[src/rtl/alu_sequencer.sv]
// Command-level controller for the accumulator ALU: sequences one command at a time into
// registered ALU controls, builds MUL from repeated ADDs, and returns the accumulator value.
module alu_sequencer (
  input  logic       Clk,
  input  logic       RST,
  input  logic       cmd_valid,
  output logic       cmd_ready,
  input  logic [2:0] cmd_op,
  input  logic [7:0] cmd_data,
  output logic       res_valid,
  input  logic       res_ready,
  output logic [7:0] res_data,
  output logic       busy,
  output logic [7:0] BusOut,
  output logic       Wen,
  output logic       INC,
  output logic       ac_rst,
  output logic [2:0] alu_op,
  input  logic [7:0] dout
);

  localparam int unsigned DW = 8;

  localparam logic [2:0] OP_LOAD = 3'd0;
  localparam logic [2:0] OP_ADD  = 3'd1;
  localparam logic [2:0] OP_SUB  = 3'd2;
  localparam logic [2:0] OP_AND  = 3'd3;
  localparam logic [2:0] OP_OR   = 3'd4;
  localparam logic [2:0] OP_CLR  = 3'd5;
  localparam logic [2:0] OP_INC  = 3'd6;
  localparam logic [2:0] OP_MUL  = 3'd7;

  localparam logic [2:0] ALU_NONE = 3'd0;
  localparam logic [2:0] ALU_ADD  = 3'd1;
  localparam logic [2:0] ALU_SUB  = 3'd2;
  localparam logic [2:0] ALU_AND  = 3'd3;
  localparam logic [2:0] ALU_OR   = 3'd4;

  typedef enum logic [2:0] {
    S_IDLE    = 3'd0,
    S_ISSUE   = 3'd1,
    S_MUL_CLR = 3'd2,
    S_MUL_ADD = 3'd3,
    S_CAPTURE = 3'd4,
    S_RESP    = 3'd5
  } state_t;

  state_t        r_state;
  logic          r_cmd_ready;
  logic          r_busy;
  logic          r_res_valid;
  logic [DW-1:0] r_res_data;
  logic [DW-1:0] r_bus;
  logic          r_wen;
  logic          r_inc;
  logic          r_ac_rst;
  logic [2:0]    r_alu_op;
  logic [DW-1:0] r_mcand;
  logic [DW-1:0] r_cnt;

  // Controls are registered on the edge entering the state that owns them, so each
  // state's ALU action is visible for exactly the cycle the state is resident.
  always_ff @(posedge Clk) begin
    if (RST) begin
      r_state     <= S_IDLE;
      r_cmd_ready <= 1'b0;
      r_busy      <= 1'b0;
      r_res_valid <= 1'b0;
      r_res_data  <= '0;
      r_bus       <= '0;
      r_wen       <= 1'b0;
      r_inc       <= 1'b0;
      r_ac_rst    <= 1'b1;
      r_alu_op    <= ALU_NONE;
      r_mcand     <= '0;
      r_cnt       <= '0;
    end else begin
      r_bus    <= '0;
      r_wen    <= 1'b0;
      r_inc    <= 1'b0;
      r_ac_rst <= 1'b0;
      r_alu_op <= ALU_NONE;

      case (r_state)
        S_IDLE: begin
          r_cmd_ready <= 1'b1;
          if (cmd_valid && r_cmd_ready) begin
            r_cmd_ready <= 1'b0;
            r_busy      <= 1'b1;
            if (cmd_op == OP_MUL) begin
              r_mcand  <= dout;
              r_cnt    <= cmd_data;
              r_ac_rst <= 1'b1;
              r_state  <= S_MUL_CLR;
            end else begin
              r_state <= S_ISSUE;
              case (cmd_op)
                OP_LOAD: begin r_wen <= 1'b1;      r_bus <= cmd_data; end
                OP_ADD:  begin r_alu_op <= ALU_ADD; r_bus <= cmd_data; end
                OP_SUB:  begin r_alu_op <= ALU_SUB; r_bus <= cmd_data; end
                OP_AND:  begin r_alu_op <= ALU_AND; r_bus <= cmd_data; end
                OP_OR:   begin r_alu_op <= ALU_OR;  r_bus <= cmd_data; end
                OP_CLR:  r_ac_rst <= 1'b1;
                OP_INC:  r_inc <= 1'b1;
                default: ;
              endcase
            end
          end
        end

        S_ISSUE: r_state <= S_CAPTURE;

        S_MUL_CLR: begin
          r_state <= S_MUL_ADD;
          if (r_cnt != '0) begin
            r_alu_op <= ALU_ADD;
            r_bus    <= r_mcand;
          end
        end

        // An ADD cycle is scheduled only while the count about to be tested is non-zero.
        S_MUL_ADD: begin
          if (r_cnt == '0) begin
            r_state <= S_CAPTURE;
          end else begin
            r_cnt <= r_cnt - DW'(1);
            if (r_cnt != DW'(1)) begin
              r_alu_op <= ALU_ADD;
              r_bus    <= r_mcand;
            end
          end
        end

        S_CAPTURE: begin
          r_res_data  <= dout;
          r_res_valid <= 1'b1;
          r_state     <= S_RESP;
        end

        S_RESP: begin
          if (res_ready) begin
            r_res_valid <= 1'b0;
            r_busy      <= 1'b0;
            r_cmd_ready <= 1'b1;
            r_state     <= S_IDLE;
          end
        end

        default: r_state <= S_IDLE;
      endcase
    end
  end

  assign cmd_ready = r_cmd_ready;
  assign busy      = r_busy;
  assign res_valid = r_res_valid;
  assign res_data  = r_res_data;
  assign BusOut    = r_bus;
  assign Wen       = r_wen;
  assign INC       = r_inc;
  assign ac_rst    = r_ac_rst;
  assign alu_op    = r_alu_op;

endmodule

[config.mk]
export PLATFORM = sky130hd
export DESIGN_NAME = alu_sequencer
export DESIGN_NICKNAME = d
export VERILOG_FILES = /design/src/rtl/alu_sequencer.sv
export SDC_FILE = /design/constraint.sdc
export NUM_CORES = 1
export LEC_CHECK = 0
export ABC_AREA = 1
export BUFFER_PORTS_ARGS = -buffer_cell sky130_fd_sc_hd__buf_2
export CAP_MARGIN = 20
export CORE_MARGIN = 4
export CORE_UTILIZATION = 40
export CTS_BUF_LIST = sky130_fd_sc_hd__clkbuf_4
export DETAILED_ROUTE_END_ITERATION = 10
export SLEW_MARGIN = 20
export SYNTH_ARGS = -nofsm -noshare
export SYNTH_HDL_FRONTEND = slang
export SYNTH_SLANG_ARGS = --single-unit
[constraint.sdc]
create_clock -name Clk -period 3.9 [get_ports Clk]
set_input_delay 0.78 -clock Clk [delete_from_list [all_inputs] [get_ports Clk]]
set_output_delay 0.78 -clock Clk [all_outputs]
set_load 0.03 [all_outputs]
; Word level (Yosys, flattened, before mapping)
; Cells that the tools add are included.
[word_totals]
regBits = 44
input_bits = 23
output_inout_bits = 25
elab_cells = 85
[op_classes]
add_sub_neg = 1
eq_ne = 18
mux = 36
bitwise = 2
n_reduce_logical = 16
[ops]
columns = op, n
row1 = $mux 8, 9
row2 = $pmux 8 s3, 1
row3 = $eq 3x3->1 const B, 6
row4 = $pmux 3 s6, 1
row5 = $pmux 8 s2, 1
row6 = $mux 3, 5
row7 = $mux 1, 13
row8 = $eq 3x2->1 const B, 4
row9 = $pmux 3 s4, 1
row10 = $ne 2x2->1 const B, 5
row11 = $pmux 3 s3, 1
row12 = $reduce_and 3->1, 3
row13 = $logic_not 8->1, 1
row14 = $ne 8x1->1 const B, 1
row15 = $reduce_bool 8->1, 1
row16 = $sub 8x1->8 const B, 1
row17 = $eq 3x1->1 const B, 2
row18 = $logic_not 3->1, 2
row19 = $pmux 1 s2, 3
row20 = $reduce_bool 2->1, 3
row21 = $reduce_or 5->1, 1
row22 = $reduce_and 2->1, 2
row23 = $reduce_and 4->1, 1
row24 = $reduce_or 4->1, 1
row25 = 3 further kinds, 4

; Depth between registers and ports, before layout
[logic_depth]
word_depth = 6
depth_mapped = 10
ltp_nobuf = 10

; Least setup slack after synthesis
; Ideal clock, no wire load.
[synth_path]
kind = input to register
startpoint = input port cmd_valid
endpoint = register r_cnt[5]
setup_time_ns = 0.115
arrival_ns = 1.503
t_required_ns = 3.785
slack_ns = 2.283
stages = 8
path_buffers = 1
cell_sequence = nand2_1 nor2_4 nand2_2 nand2_2 buf_6 nand2_1 nor2_1 nor2_1
[synth_between]
elab_chain_cells = 3
[synth_lines]
columns = item, line_no
row1 = start: declaration, 6  ; input logic cmd_valid,
row2 = $logic_and 1x1->1, 87  ; if (cmd_valid && r_cmd_ready) begin
row3 = $ne 2x2->1 (no line), n/a
row4 = $reduce_and 4->1 (no line), n/a
row5 = end signal: assignment, 92  ; r_cnt <= cmd_data;
row6 = end signal: assignment, 126  ; r_cnt <= r_cnt - DW'(1);
row7 = end: declaration, 59  ; logic [DW-1:0] r_cnt;
; Every way passes these cells.
; A chain may end at the register's enable or synchronous reset.

; Final worst setup path
[layout_path]
startpoint = register r_state[2]
endpoint = register r_cnt[3]
[layout_between]
elab_chain_cells = 3
word_cells_on_any_way = 8
cone_classes = eq/ne: 4 / mux: 1 / reduce/logical: 3
[layout_lines]
columns = item, line_no
row1 = start: declaration, 48  ; state_t r_state;
row2 = start signal: assignment, 65  ; r_state <= S_IDLE;
row3 = start signal: assignment, 94  ; r_state <= S_MUL_CLR;
row4 = start signal: assignment, 96  ; r_state <= S_ISSUE;
row5 = $eq 3x2->1 or $logic_not 3->1 (tied branches), 84  ; case (r_state)
row6 = $ne 2x2->1 (no line) or $reduce_bool 2->1 (tied branches), n/a
row7 = $reduce_and 4->1 (no line), n/a
; Several ways; a longest one is shown, not always the timed one.

==> reports/summary.md <==
Once placement finished, the instance area stood at 2420 um2. The filler cell count in the final layout was 551. The cell sitting at the root of the clock tree is a sky130_fd_sc_hd__clkbuf_4. TritonCTS built the clock tree.

The dominant synthesized flop cell is sky130_fd_sc_hd__dfxtp_1. The peak per-stage delay on the critical path came out at 380 ps. From synthesis to final layout, the design area changed by 15.7%. The die covers 6620 um2.

Overall track demand over capacity in global routing: 0.174. The number of nets handed over by synthesis was 340. In the post-synthesis netlist, the biggest area contributors are sky130_fd_sc_hd__dfxtp_1 (41%), sky130_fd_sc_hd__nor2_1 (11%), sky130_fd_sc_hd__nand2_1 (8.7%). Capture point of the worst path: r_cnt[3]. The critical path starts at r_state[2].

The logs give 0.268 for the met2 demand-to-capacity share in global routing and 2190 ps for the data arrival time of the critical path. The share of the core filled with cells in the final layout is 0.482, and the final period demand of the worst path is 1920 ps. The total via count after detailed routing is 2,055. For the netlist area before placement, the log shows 2150 um2. The summed negative setup slack over all endpoints came out at 0 ps. The hold-fix buffer count after cts is 0.

The chip height is 81.4 um, and the die width is 81.4 um. The least setup slack across all paths after layout is 1980 ps, and the number of antenna violations at the first check in global routing is 0. The share of post-route cells with drive strength above 1 was 0.200. The dominant cell by count in the synthesized netlist is sky130_fd_sc_hd__nor2_1. The slowest cell on the critical path is sky130_fd_sc_hd__inv_2. Clock-pin slew was measured on the worst setup and hold paths at 130 ps. For the met3 capacity usage during global routing, the log shows 0.0543.

At the placement stage, the worst setup path has a slack of 1770 ps. In this run the mean area of a mapped cell was 6.86 um2. The worst register-to-register path has a setup slack of 1980 ps.

The first global-routing pass estimated 8780 um of wire. Entering global routing, the biggest net connects 35 pins. The min-delay analysis places its worst path in the category flop to flop. The core region is 5170 um2. With fillers left out, the area of the finished cells amounts to 2490 um2.

Maximum vdd drop: 0.299 mV. In this run the critical register-to-register path is captured at r_cnt[3]. The met1 layer usage reported by global route came out at 0.222. The run gives 0 as the number of warnings issued by yosys.

Setup repair after global routing left no endpoint under its margin. The top achievable clock speed is 520 MHz. Once the clock tree was built, the resizer swapped 0 gates to a different size. The share of Yosys cell area claimed by the top area cell type is 0.409. Counting instances in the post-synthesis netlist gives the leading cell types as sky130_fd_sc_hd__nor2_1 (63), sky130_fd_sc_hd__nand2_1 (50), sky130_fd_sc_hd__dfxtp_1 (44), sky130_fd_sc_hd__inv_1 (37), sky130_fd_sc_hd__nand3_1 (37).

The number of nets in the layout is 385. The run gives 370 ps as the later-pin clock latency in the skew report. The critical path goes through inv_2 > nand3_1 > inv_2 > o21ai_4 > nand2_2 > inv_1 > nor2_1 > nor2_1.

The worst setup path is captured at a flop. In this run the deepest clock path goes through 2 buffers. The routed design has 5210 um of wire. Final hold analysis gives a worst-case slack of 471 ps. The number of cells after detailed placement is 422. The share of the clock period used by the worst path is 0.493.

The tools report the area used by sequential logic in the layout as 881 um2. Violation count after the first detailed-routing iteration: 137. Buffer count from post-CTS setup fixing: 0.

STA puts the critical path data required time at 4160 ps. Excluding fillers, the count of instances in the completed layout stands at 430. The synthesized design contains 0 enable-type register cells. Across the routed clock network, the largest skew measured is 10.7 ps.

In the routed design, unresolved DRC markers number 0. The number of iterations in the first detailed-routing pass is 4, and the routed via count divided by cell count is 4.78. Counting every instance in the synthesized netlist gives 314. Max-capacitance violation count: 0. The tools report the critical path launch point type as a flop. The cell depth of the worst flop-to-flop path was 8; the number of sinks driven by the clock tree was 44. The initialized floorplan defines 26 standard-cell rows. The logs give 0.417 for the initial standard-cell utilization of the core and 0 for the number of max-slew violations in the final report. In this run the number of H-tree levels came out at 2.

The run gives 0.411 as the worst max-slew margin expressed relative to the limit. Top cell type by total area after synthesis: sky130_fd_sc_hd__dfxtp_1. The final weighted congestion in routability-driven placement was 0.873.

The number of failing hold endpoints at the final stage was 0. The count of distinct cell types in the synthesized netlist was 27; the HPWL reported at the end of detailed placement was 3940 um. The slew of the pin with the lowest slew margin is 882 ps, and the power per standard cell area is 514 nW/um2. The number of endpoints failing setup at the final stage was 0. Launch instance of the worst register-to-register path: r_state[2].

Number of antenna-violating nets in the routed design: 0. The number of antenna diodes in the final layout is 0. The sequential share of the synthesized area came out at 0.409.

The multi-input combinational cells in the finished layout cover a total of 1050 um2. Leakage power of the design: 1.28 nW. The register bit count reported by yosys is 44, and the detail-routed net length per standard cell is 12.1 um. The total overflow left after global routing is 0. The maximum fanout along the worst path is 16. The design draws 1.28 mW. The share of flip-flops with an asynchronous set or reset after synthesis works out to 0. The flow ran to the end, and the final reports show no timing, DRC or antenna violations. During placement, the flow inserted port buffers numbering 47.

For the via count of the first global-routing pass, the log shows 1,887. The type of the worst setup path was flop to flop. The layer flagged by global routing as most heavily used is met2. Buffers inserted during clock tree synthesis total 5. Pin placement for this block handled 48 I/O pins.
==> kinds of logic after synthesis <==
kind of cell | synth area share
and+or+nand+nor | 0.348
buffers and inverters | 0.106
AOI/OAI and AO/OA | 0.120
DFF | 0.409
adders and majority gates | 0.0174
==> final cells by class <==
| type | instances | area share |
|---|---|---|
| timing repair buffer | 48 | 0.0973 |
| multi-input combinational | 217 | 0.419 |
| inverter | 43 | 0.0647 |
| clock buffer | 5 | 0.0151 |
| sequential | 44 | 0.353 |
| tap | 70 | 0.0351 |
| clock inverter | 3 | 0.0151 |
==> critical path: cells and delay by family, from the launching register on <==
kind	cells	cell delay, ps
AOI/OAI and AO/OA	1	130
buffers and inverters	3	640
DFF	1	340
and+or+nand+nor	4	690
==> cells in the final DEF (no fill, tap or decap), drive strengths merged <==
cell type	netlist	routed
inv	42	42
nor4	3	3
a21oi	11	11
nand2	55	55
o211ai	1	1
a211oi	4	4
nand3	38	38
clkinv	1	3
ha	3	3
clkbuf	2	5
a31oi	1	1
bufinv	0	1
nand4	1	1
dfxtp	44	44
nor3	2	2
buf	8	48
o21bai	1	1
nor2	69	69
o21ai	28	28
==> sequential cells by signal, indices dropped and copies added, names as in the netlist <==
register	count
BusOut	8
INC	1
Wen	1
ac_rst	1
alu_op	3
busy	1
cmd_ready	1
r_cnt	8
r_mcand	8
r_state	3
res_data	8
res_valid	1
==> report_power, final <==
part           switching [mW]  total [mW]  internal [mW]
combinational           0.318       0.447          0.130
sequential             0.0370       0.555          0.518
clock                   0.149       0.280          0.131
total                   0.504        1.28          0.779
==> worst min path at each step <==
stage / from / to / slack (ps) / cells past startpoint
global route: res_valid / res_valid / 500 / 2
floorplan: r_mcand[0] / r_mcand[0] / 440 / 2
CTS: res_valid / res_valid / 470 / 2
global placement: busy / busy / 450 / 2
finish: res_valid / res_valid / 470 / 2
detailed placement: res_valid / res_valid / 460 / 2
==> metal layers <==
layer  wire length, um  share of wire
met5                 0              0
met2              2330           0.45
met1              2400           0.46
met4                87          0.017
met3               385          0.074
(Power assumes the default switching activity.)
